<file path="src/rtl/reg_file_write_back_if.sv">
// Write-back bundle: exec result, long-op result handshake, claims, and register-file write port.
// Latency: none (signal grouping only).
// Backpressure: long_valid/long_ready handshake; exec and claim have no backpressure.
interface reg_file_write_back_if #(
  parameter int SEL_WIDTH  = 4,
  parameter int DATA_WIDTH = 32,
  parameter int DEPTH      = 4
);
  localparam int CNT_W = $clog2(DEPTH) + 1;

  logic                        exec_valid;
  logic [SEL_WIDTH-1:0]        exec_sel;
  logic [DATA_WIDTH-1:0]       exec_data;
  logic                        long_valid;
  logic [SEL_WIDTH-1:0]        long_sel;
  logic [DATA_WIDTH-1:0]       long_data;
  logic                        long_ready;
  logic                        claim_valid;
  logic [SEL_WIDTH-1:0]        claim_sel;
  logic [(1<<SEL_WIDTH)-1:0]   pending_mask;
  logic                        write_en;
  logic [SEL_WIDTH-1:0]        write_sel;
  logic [DATA_WIDTH-1:0]       write_data;
  logic [CNT_W-1:0]            queue_count;

  // Pipeline side: drives results and claims, observes the write port.
  modport master (
    output exec_valid, exec_sel, exec_data,
    output long_valid, long_sel, long_data,
    output claim_valid, claim_sel,
    input  long_ready, pending_mask,
    input  write_en, write_sel, write_data, queue_count
  );

  // Write-back block side.
  modport slave (
    input  exec_valid, exec_sel, exec_data,
    input  long_valid, long_sel, long_data,
    input  claim_valid, claim_sel,
    output long_ready, pending_mask,
    output write_en, write_sel, write_data, queue_count
  );
endinterface

</file>
<file path="src/rtl/reg_file_write_back.sv">
// Small generic FIFO holding parked long-op results for the write-back arbiter.
// Latency: push visible at head one cycle later; head is read combinationally.
// Backpressure: caller must not push when full nor pop when empty; no internal guard.
module rfwb_fifo #(
  parameter int WIDTH = 8,
  parameter int DEPTH = 4
) (
  input  logic                     clk,
  input  logic                     rst_n,
  input  logic                     push,
  input  logic [WIDTH-1:0]         push_dat,
  input  logic                     pop,
  output logic [WIDTH-1:0]         head_dat,
  output logic [$clog2(DEPTH):0]   count
);
  localparam int PTR_W = $clog2(DEPTH);

  logic [WIDTH-1:0] mem [DEPTH];
  logic [PTR_W-1:0] wr_ptr;
  logic [PTR_W-1:0] rd_ptr;

  // Entry storage; contents are don't-care once pointers reset, so no reset here.
  always_ff @(posedge clk) begin
    if (push) begin
      mem[wr_ptr] <= push_dat;
    end
  end

  // Pointers wrap naturally because DEPTH is a power of two.
  always_ff @(posedge clk) begin
    if (!rst_n) begin
      wr_ptr <= '0;
      rd_ptr <= '0;
      count  <= '0;
    end else begin
      if (push) wr_ptr <= wr_ptr + PTR_W'(1);
      if (pop)  rd_ptr <= rd_ptr + PTR_W'(1);
      case ({push, pop})
        2'b10:   count <= count + ($clog2(DEPTH)+1)'(1);
        2'b01:   count <= count - ($clog2(DEPTH)+1)'(1);
        default: count <= count;
      endcase
    end
  end

  assign head_dat = mem[rd_ptr];
endmodule

// Register-file write-back arbiter: exec results win, long results bypass or queue; tracks pending regs.
// Latency: 1 cycle from winning source to registered write_en/write_sel/write_data.
// Backpressure: exec never stalled; long_ready low only when the queue is full or in reset.
module reg_file_write_back #(
  parameter int SEL_WIDTH  = 4,
  parameter int DATA_WIDTH = 32,
  parameter int DEPTH      = 4
) (
  input  logic                  clk,
  input  logic                  rst_n,
  reg_file_write_back_if.slave  wb
);
  localparam int CNT_W = $clog2(DEPTH) + 1;
  localparam int NREG  = 1 << SEL_WIDTH;

  typedef struct packed {
    logic [SEL_WIDTH-1:0]  sel;
    logic [DATA_WIDTH-1:0] data;
  } long_ent_t;

  long_ent_t             push_ent;
  long_ent_t             head_ent;
  logic [CNT_W-1:0]      q_count;
  logic                  q_empty;
  logic                  long_rdy;
  logic                  long_acc;
  logic                  q_push;
  logic                  q_pop;

  logic                  nxt_en;
  logic [SEL_WIDTH-1:0]  nxt_sel;
  logic [DATA_WIDTH-1:0] nxt_data;
  logic                  long_wr;

  logic [NREG-1:0]       clr_vec;
  logic [NREG-1:0]       set_vec;
  logic [NREG-1:0]       pending_q;

  logic                  wr_en_q;
  logic [SEL_WIDTH-1:0]  wr_sel_q;
  logic [DATA_WIDTH-1:0] wr_data_q;

  // Ready depends only on occupancy and reset so upstream never sees a combinational loop.
  assign long_rdy = rst_n & (q_count != CNT_W'(DEPTH));
  assign long_acc = wb.long_valid & long_rdy;
  assign q_empty  = (q_count == '0);

  assign push_ent.sel  = wb.long_sel;
  assign push_ent.data = wb.long_data;

  // Write-port arbitration: exec first, then queue head, then direct bypass of the offered long result.
  always_comb begin
    nxt_en   = 1'b0;
    nxt_sel  = wr_sel_q;
    nxt_data = wr_data_q;
    long_wr  = 1'b0;
    q_push   = 1'b0;
    q_pop    = 1'b0;
    if (wb.exec_valid) begin
      nxt_en   = 1'b1;
      nxt_sel  = wb.exec_sel;
      nxt_data = wb.exec_data;
      q_push   = long_acc;
    end else if (!q_empty) begin
      nxt_en   = 1'b1;
      nxt_sel  = head_ent.sel;
      nxt_data = head_ent.data;
      long_wr  = 1'b1;
      q_pop    = 1'b1;
      q_push   = long_acc;
    end else if (long_acc) begin
      nxt_en   = 1'b1;
      nxt_sel  = wb.long_sel;
      nxt_data = wb.long_data;
      long_wr  = 1'b1;
    end
  end

  rfwb_fifo #(
    .WIDTH ($bits(long_ent_t)),
    .DEPTH (DEPTH)
  ) u_long_q (
    .clk      (clk),
    .rst_n    (rst_n),
    .push     (q_push),
    .push_dat (push_ent),
    .pop      (q_pop),
    .head_dat (head_ent),
    .count    (q_count)
  );

  // One-hot set/clear vectors for the pending scoreboard.
  always_comb begin
    clr_vec = '0;
    set_vec = '0;
    clr_vec[nxt_sel]      = long_wr;
    set_vec[wb.claim_sel] = wb.claim_valid;
  end

  // Pending scoreboard: set after clear so a same-cycle claim of a retiring register keeps it pending.
  always_ff @(posedge clk) begin
    if (!rst_n) begin
      pending_q <= '0;
    end else begin
      pending_q <= (pending_q & ~clr_vec) | set_vec;
    end
  end

  // Registered write port; select/data hold their last value on idle cycles.
  always_ff @(posedge clk) begin
    if (!rst_n) begin
      wr_en_q   <= 1'b0;
      wr_sel_q  <= '0;
      wr_data_q <= '0;
    end else begin
      wr_en_q   <= nxt_en;
      wr_sel_q  <= nxt_sel;
      wr_data_q <= nxt_data;
    end
  end

  assign wb.long_ready   = long_rdy;
  assign wb.pending_mask = pending_q;
  assign wb.queue_count  = q_count;
  assign wb.write_en     = wr_en_q;
  assign wb.write_sel    = wr_sel_q;
  assign wb.write_data   = wr_data_q;
endmodule
</file>
<file path="src/flat_wrapper.sv">
// flat-port wrapper written by rule: the top's interface ports become plain ports
module reg_file_write_back_flat 
#(
  parameter int SEL_WIDTH  = 4,
  parameter int DATA_WIDTH = 32,
  parameter int DEPTH      = 4
)
  (clk, rst_n, wb_exec_valid, wb_exec_sel, wb_exec_data, wb_long_valid, wb_long_sel, wb_long_data, wb_claim_valid, wb_claim_sel, wb_long_ready, wb_pending_mask, wb_write_en, wb_write_sel, wb_write_data, wb_queue_count);
  reg_file_write_back_if #(.SEL_WIDTH(SEL_WIDTH), .DATA_WIDTH(DATA_WIDTH), .DEPTH(DEPTH)) wb_i ();
  input  logic clk;
  input  logic rst_n;
  input wire logic [$bits(wb_i.exec_valid)-1:0] wb_exec_valid;
  input wire logic [$bits(wb_i.exec_sel)-1:0] wb_exec_sel;
  input wire logic [$bits(wb_i.exec_data)-1:0] wb_exec_data;
  input wire logic [$bits(wb_i.long_valid)-1:0] wb_long_valid;
  input wire logic [$bits(wb_i.long_sel)-1:0] wb_long_sel;
  input wire logic [$bits(wb_i.long_data)-1:0] wb_long_data;
  input wire logic [$bits(wb_i.claim_valid)-1:0] wb_claim_valid;
  input wire logic [$bits(wb_i.claim_sel)-1:0] wb_claim_sel;
  output wire logic [$bits(wb_i.long_ready)-1:0] wb_long_ready;
  output wire logic [$bits(wb_i.pending_mask)-1:0] wb_pending_mask;
  output wire logic [$bits(wb_i.write_en)-1:0] wb_write_en;
  output wire logic [$bits(wb_i.write_sel)-1:0] wb_write_sel;
  output wire logic [$bits(wb_i.write_data)-1:0] wb_write_data;
  output wire logic [$bits(wb_i.queue_count)-1:0] wb_queue_count;
  assign wb_i.exec_valid = wb_exec_valid;
  assign wb_i.exec_sel = wb_exec_sel;
  assign wb_i.exec_data = wb_exec_data;
  assign wb_i.long_valid = wb_long_valid;
  assign wb_i.long_sel = wb_long_sel;
  assign wb_i.long_data = wb_long_data;
  assign wb_i.claim_valid = wb_claim_valid;
  assign wb_i.claim_sel = wb_claim_sel;
  assign wb_long_ready = wb_i.long_ready;
  assign wb_pending_mask = wb_i.pending_mask;
  assign wb_write_en = wb_i.write_en;
  assign wb_write_sel = wb_i.write_sel;
  assign wb_write_data = wb_i.write_data;
  assign wb_queue_count = wb_i.queue_count;
  reg_file_write_back #(.SEL_WIDTH(SEL_WIDTH), .DATA_WIDTH(DATA_WIDTH), .DEPTH(DEPTH)) u_core (.clk(clk), .rst_n(rst_n), .wb(wb_i));
endmodule
</file>
<file path="config.mk">
export PLATFORM = sky130hd
export DESIGN_NAME = reg_file_write_back_flat
export DESIGN_NICKNAME = d
export VERILOG_FILES = /design/src/rtl/reg_file_write_back_if.sv /design/src/rtl/reg_file_write_back.sv /design/src/flat_wrapper.sv
export SDC_FILE = /design/constraint.sdc
export NUM_CORES = 1
export LEC_CHECK = 0
export ABC_AREA = 1
export ABC_CLOCK_PERIOD_IN_PS = 6400
export CAP_MARGIN = 5
export CORE_MARGIN = 2
export CORE_UTILIZATION = 50
export CTS_CLUSTER_DIAMETER = 100
export DETAILED_ROUTE_END_ITERATION = 8
export PLACE_DENSITY_LB_ADDON = 0.05
export SYNTH_ARGS = -nofsm -noshare
export SYNTH_HDL_FRONTEND = slang
export SYNTH_SLANG_ARGS = --single-unit
</file>
<file path="constraint.sdc">
create_clock -name clk -period 6.4 [get_ports clk]
set_input_delay 0.64 -clock clk [delete_from_list [all_inputs] [get_ports clk]]
set_output_delay 0.64 -clock clk [all_outputs]
set_load 0.01 [all_outputs]
</file>
==> results.ini <==
[power]
p_total_mw = 4.09
ir_worst_vdd_mv = 0.321
p_leak_nw = 3.93
p_per_area_nw_per_um2 = 382

[die]
coreArea_um2 = 16600
ioPinCount = 138
start_util = 0.513
fp.dieH_um = 135
fp.dieW_um = 135
fp-row-count = 47
dieArea_um2 = 18100

[sta]
worst_pin_slew_ps = 1220
slew_violations = 0
rsz0062_at_grt = false
setup_viol = 0
fin_crit_sh = 0.531
relSlewSlack = 0.186
skew_ps = 15.3
max_freq_mhz = 294
hold_violations = 0
setup_tns_ps = 0
period_needed_ps = 3400

[yosys]
async_reset_ff_frac = 0
yosysSeqAreaShare = 0.652
synth_simple_gate_area_frac = 0.159
synth_top_flop_cell = edfxtp_1
ys_ff_latch = 206
synth_enable_flop_cells = 144
synth_top_family_by_area = simple AND/OR/NAND/NOR gates
synth_compound_area_frac = 0.121
synthMuxAreaShare = 0
synth.avg_cell_area_um2 = 10.3
syn_area_um2 = 8530
yosysUniqueCellTypes = 35
yosysWarningCount = 0
syn-num-nets = 914
synthXorXnorAreaFrac = 0
synthAdderAreaFrac = 0.00968
syn_inst = 827

[global_route]
grt_pass1_vias = 6394
grt_max_degree = 75
grt_overflow = 0
grt_pass1_wl_mm = 32.4
track_usage = 0.223
antenna_found_initial = 0

[job]
maxCapViolCount = 0

[min_path]
worst_hold_path_type = reg2reg
worstHoldPathCells = 2
min_from = u_core.wb.pending_mask[10]
min_to = u_core.wb.pending_mask[10]

[clocking]
path_clk_slew_ps = 60
worstSkewPairLatency_ps = 510
cts_tree = done
cts_setup_buffers = 0
hold_buffers = 0
clock-root-buffer = clkbuf_16
numCtsBuffers = 22
cts.repair.resized = 0
cts_max_path_buffers = 3
cts-htree-levels = 1
clock_sinks = 206

[detailed_routing]
routed_via_density = 5.49
wl_per_cell_um = 17.1
wl_mm = 20.2
drtIter0Drc = 401
drc_errors = 0
ant_nets = 0
vias = 6472
drt_pre_antenna_iters = 5

[cells_and_area]
layout-drive-gt1-share = 0.0772
area_delta_synth_final_pct = 25.5
postLayoutCoreUtil = 0.643
stdcell_count = 1179
antenna_cells = 0
mostFrequentLayoutCells = 165 x nand2_1, 144 x edfxtp_1, 135 x clkdlybuf4s50_1, 83 x o21ai_0, 81 x nor2_1
layout.nets = 1030
finish.instance_area_um2 = 10700
layout_commonest_cell = nand2_1

[worst_setup_path]
crit_type = in2out
worstPathRequired_ps = 5760
worstReg2RegEnd = u_core.u_long_q.count[2]
r2r-start = u_core.u_long_q.count[0]
cp_max_fo = 44
rr_worst_depth = 13
end_kind = primary output
cp.arrival_ps = 2760
ff2ff_setup_slack_ps = 3470
startpoint_type = primary input

[placed_design]
portBuffers = 137
dpl.hpwl_mm = 12.1
gp_congestion = 0.838
postPlaceCellArea_um2 = 10000
dp_cells = 1139

[outcome]
run_status = complete, no violations

## worst max-delay path: stages
cell	delay, ps
buf_2	680
inv_1	590
a21oi_1	270
clkdlybuf4s50_1	560
## registers in the layout, summed over array words and instances, names as in the netlist, named ones only
name / cells
u_core.wb.write_sel: 4
u_core.wb.write_en: 1
u_core.u_long_q.count: 3
u_core.u_long_q.wr_ptr: 2
u_core.u_long_q.rd_ptr: 2
u_core.wb.pending_mask: 16
u_core.wb.write_data: 32
u_core.u_long_q.mem: 144
## final cells by class
| type | count | area [µm²] |
|---|---|---|
| fillers | 1307 | 5930 |
| flip-flops and latches | 206 | 5570 |
| multi-input cells | 504 | 2510 |
| repair buffers | 140 | 1380 |
| clock buffers | 23 | 576 |
| well taps | 220 | 275 |
| inverters | 69 | 262 |
| clock inverters | 17 | 133 |
## cell families after synthesis
group | count (synthesis)
adder cells (fa/ha/maj) | 6
buffers and inverters | 117
flip-flops | 206
AO/OA/AOI/OAI | 180
AND/OR/NAND/NOR | 318
## through the flow
| stage | hold WS, ps | setup WS, ps |
|---|---|---|
| final | 461 | 3000 |
| after global routing | 485 | 2860 |
| after CTS | 465 | 3020 |
| after detailed placement | 456 | 2700 |
| after global placement | 456 | 2780 |
| after floorplan | 463 | 3110 |
## layer usage
| layer | wire (µm) | track usage |
|---|---|---|
| met5 | 0 | 0 |
| met4 | 319 | 0.0550 |
| met3 | 1110 | 0.0282 |
| met2 | 9800 | 0.378 |
| met1 | 8990 | 0.308 |
## worst max-delay path by stage
| stage | depth (start not counted) | end | startpoint | slack (ps) |
|---|---|---|---|---|
| global route | 4 | wb_long_ready | rst_n | 2860 |
| floorplan | 6 | u_core.u_long_q.mem[0][0] | rst_n | 3110 |
| detailed placement | 5 | u_core.u_long_q.mem[0][17] | rst_n | 2700 |
| CTS | 4 | wb_long_ready | rst_n | 3020 |
| finish | 4 | wb_long_ready | rst_n | 3000 |
| global placement | 5 | u_core.u_long_q.mem[3][30] | rst_n | 2780 |
## Yosys cell counts, types with 3 or more instances
| master | n | share of area |
|---|---|---|
| buf_2 | 14 | 0.0082 |
| clkbuf_1 | 24 | 0.011 |
| buf_4 | 5 | 0.0044 |
| o22ai_1 | 32 | 0.023 |
| a31oi_1 | 6 | 0.0044 |
| o21ai_0 | 83 | 0.049 |
| dfxtp_1 | 62 | 0.15 |
| edfxtp_1 | 144 | 0.51 |
| nand3_1 | 17 | 0.010 |
| inv_1 | 63 | 0.028 |
| nor2_2 | 8 | 0.0059 |
| nand4_1 | 30 | 0.022 |
| o211ai_1 | 27 | 0.024 |
| a21oi_1 | 27 | 0.016 |
| nor2_1 | 85 | 0.037 |
| nand2_1 | 166 | 0.073 |
| inv_2 | 5 | 0.0022 |
| ha_1 | 5 | 0.0073 |
| nand2_2 | 3 | 0.0022 |
## power by group
part	total [mW]	switching (mW)	leakage [nW]	internal, mW
Clock	1.24	0.507	0.357	0.732
Combinational	1.19	0.738	1.76	0.451
Sequential	1.66	0.0769	1.81	1.58
Total	4.09	1.32	3.93	2.76
No activity file was read; power rests on OpenSTA's default activity.
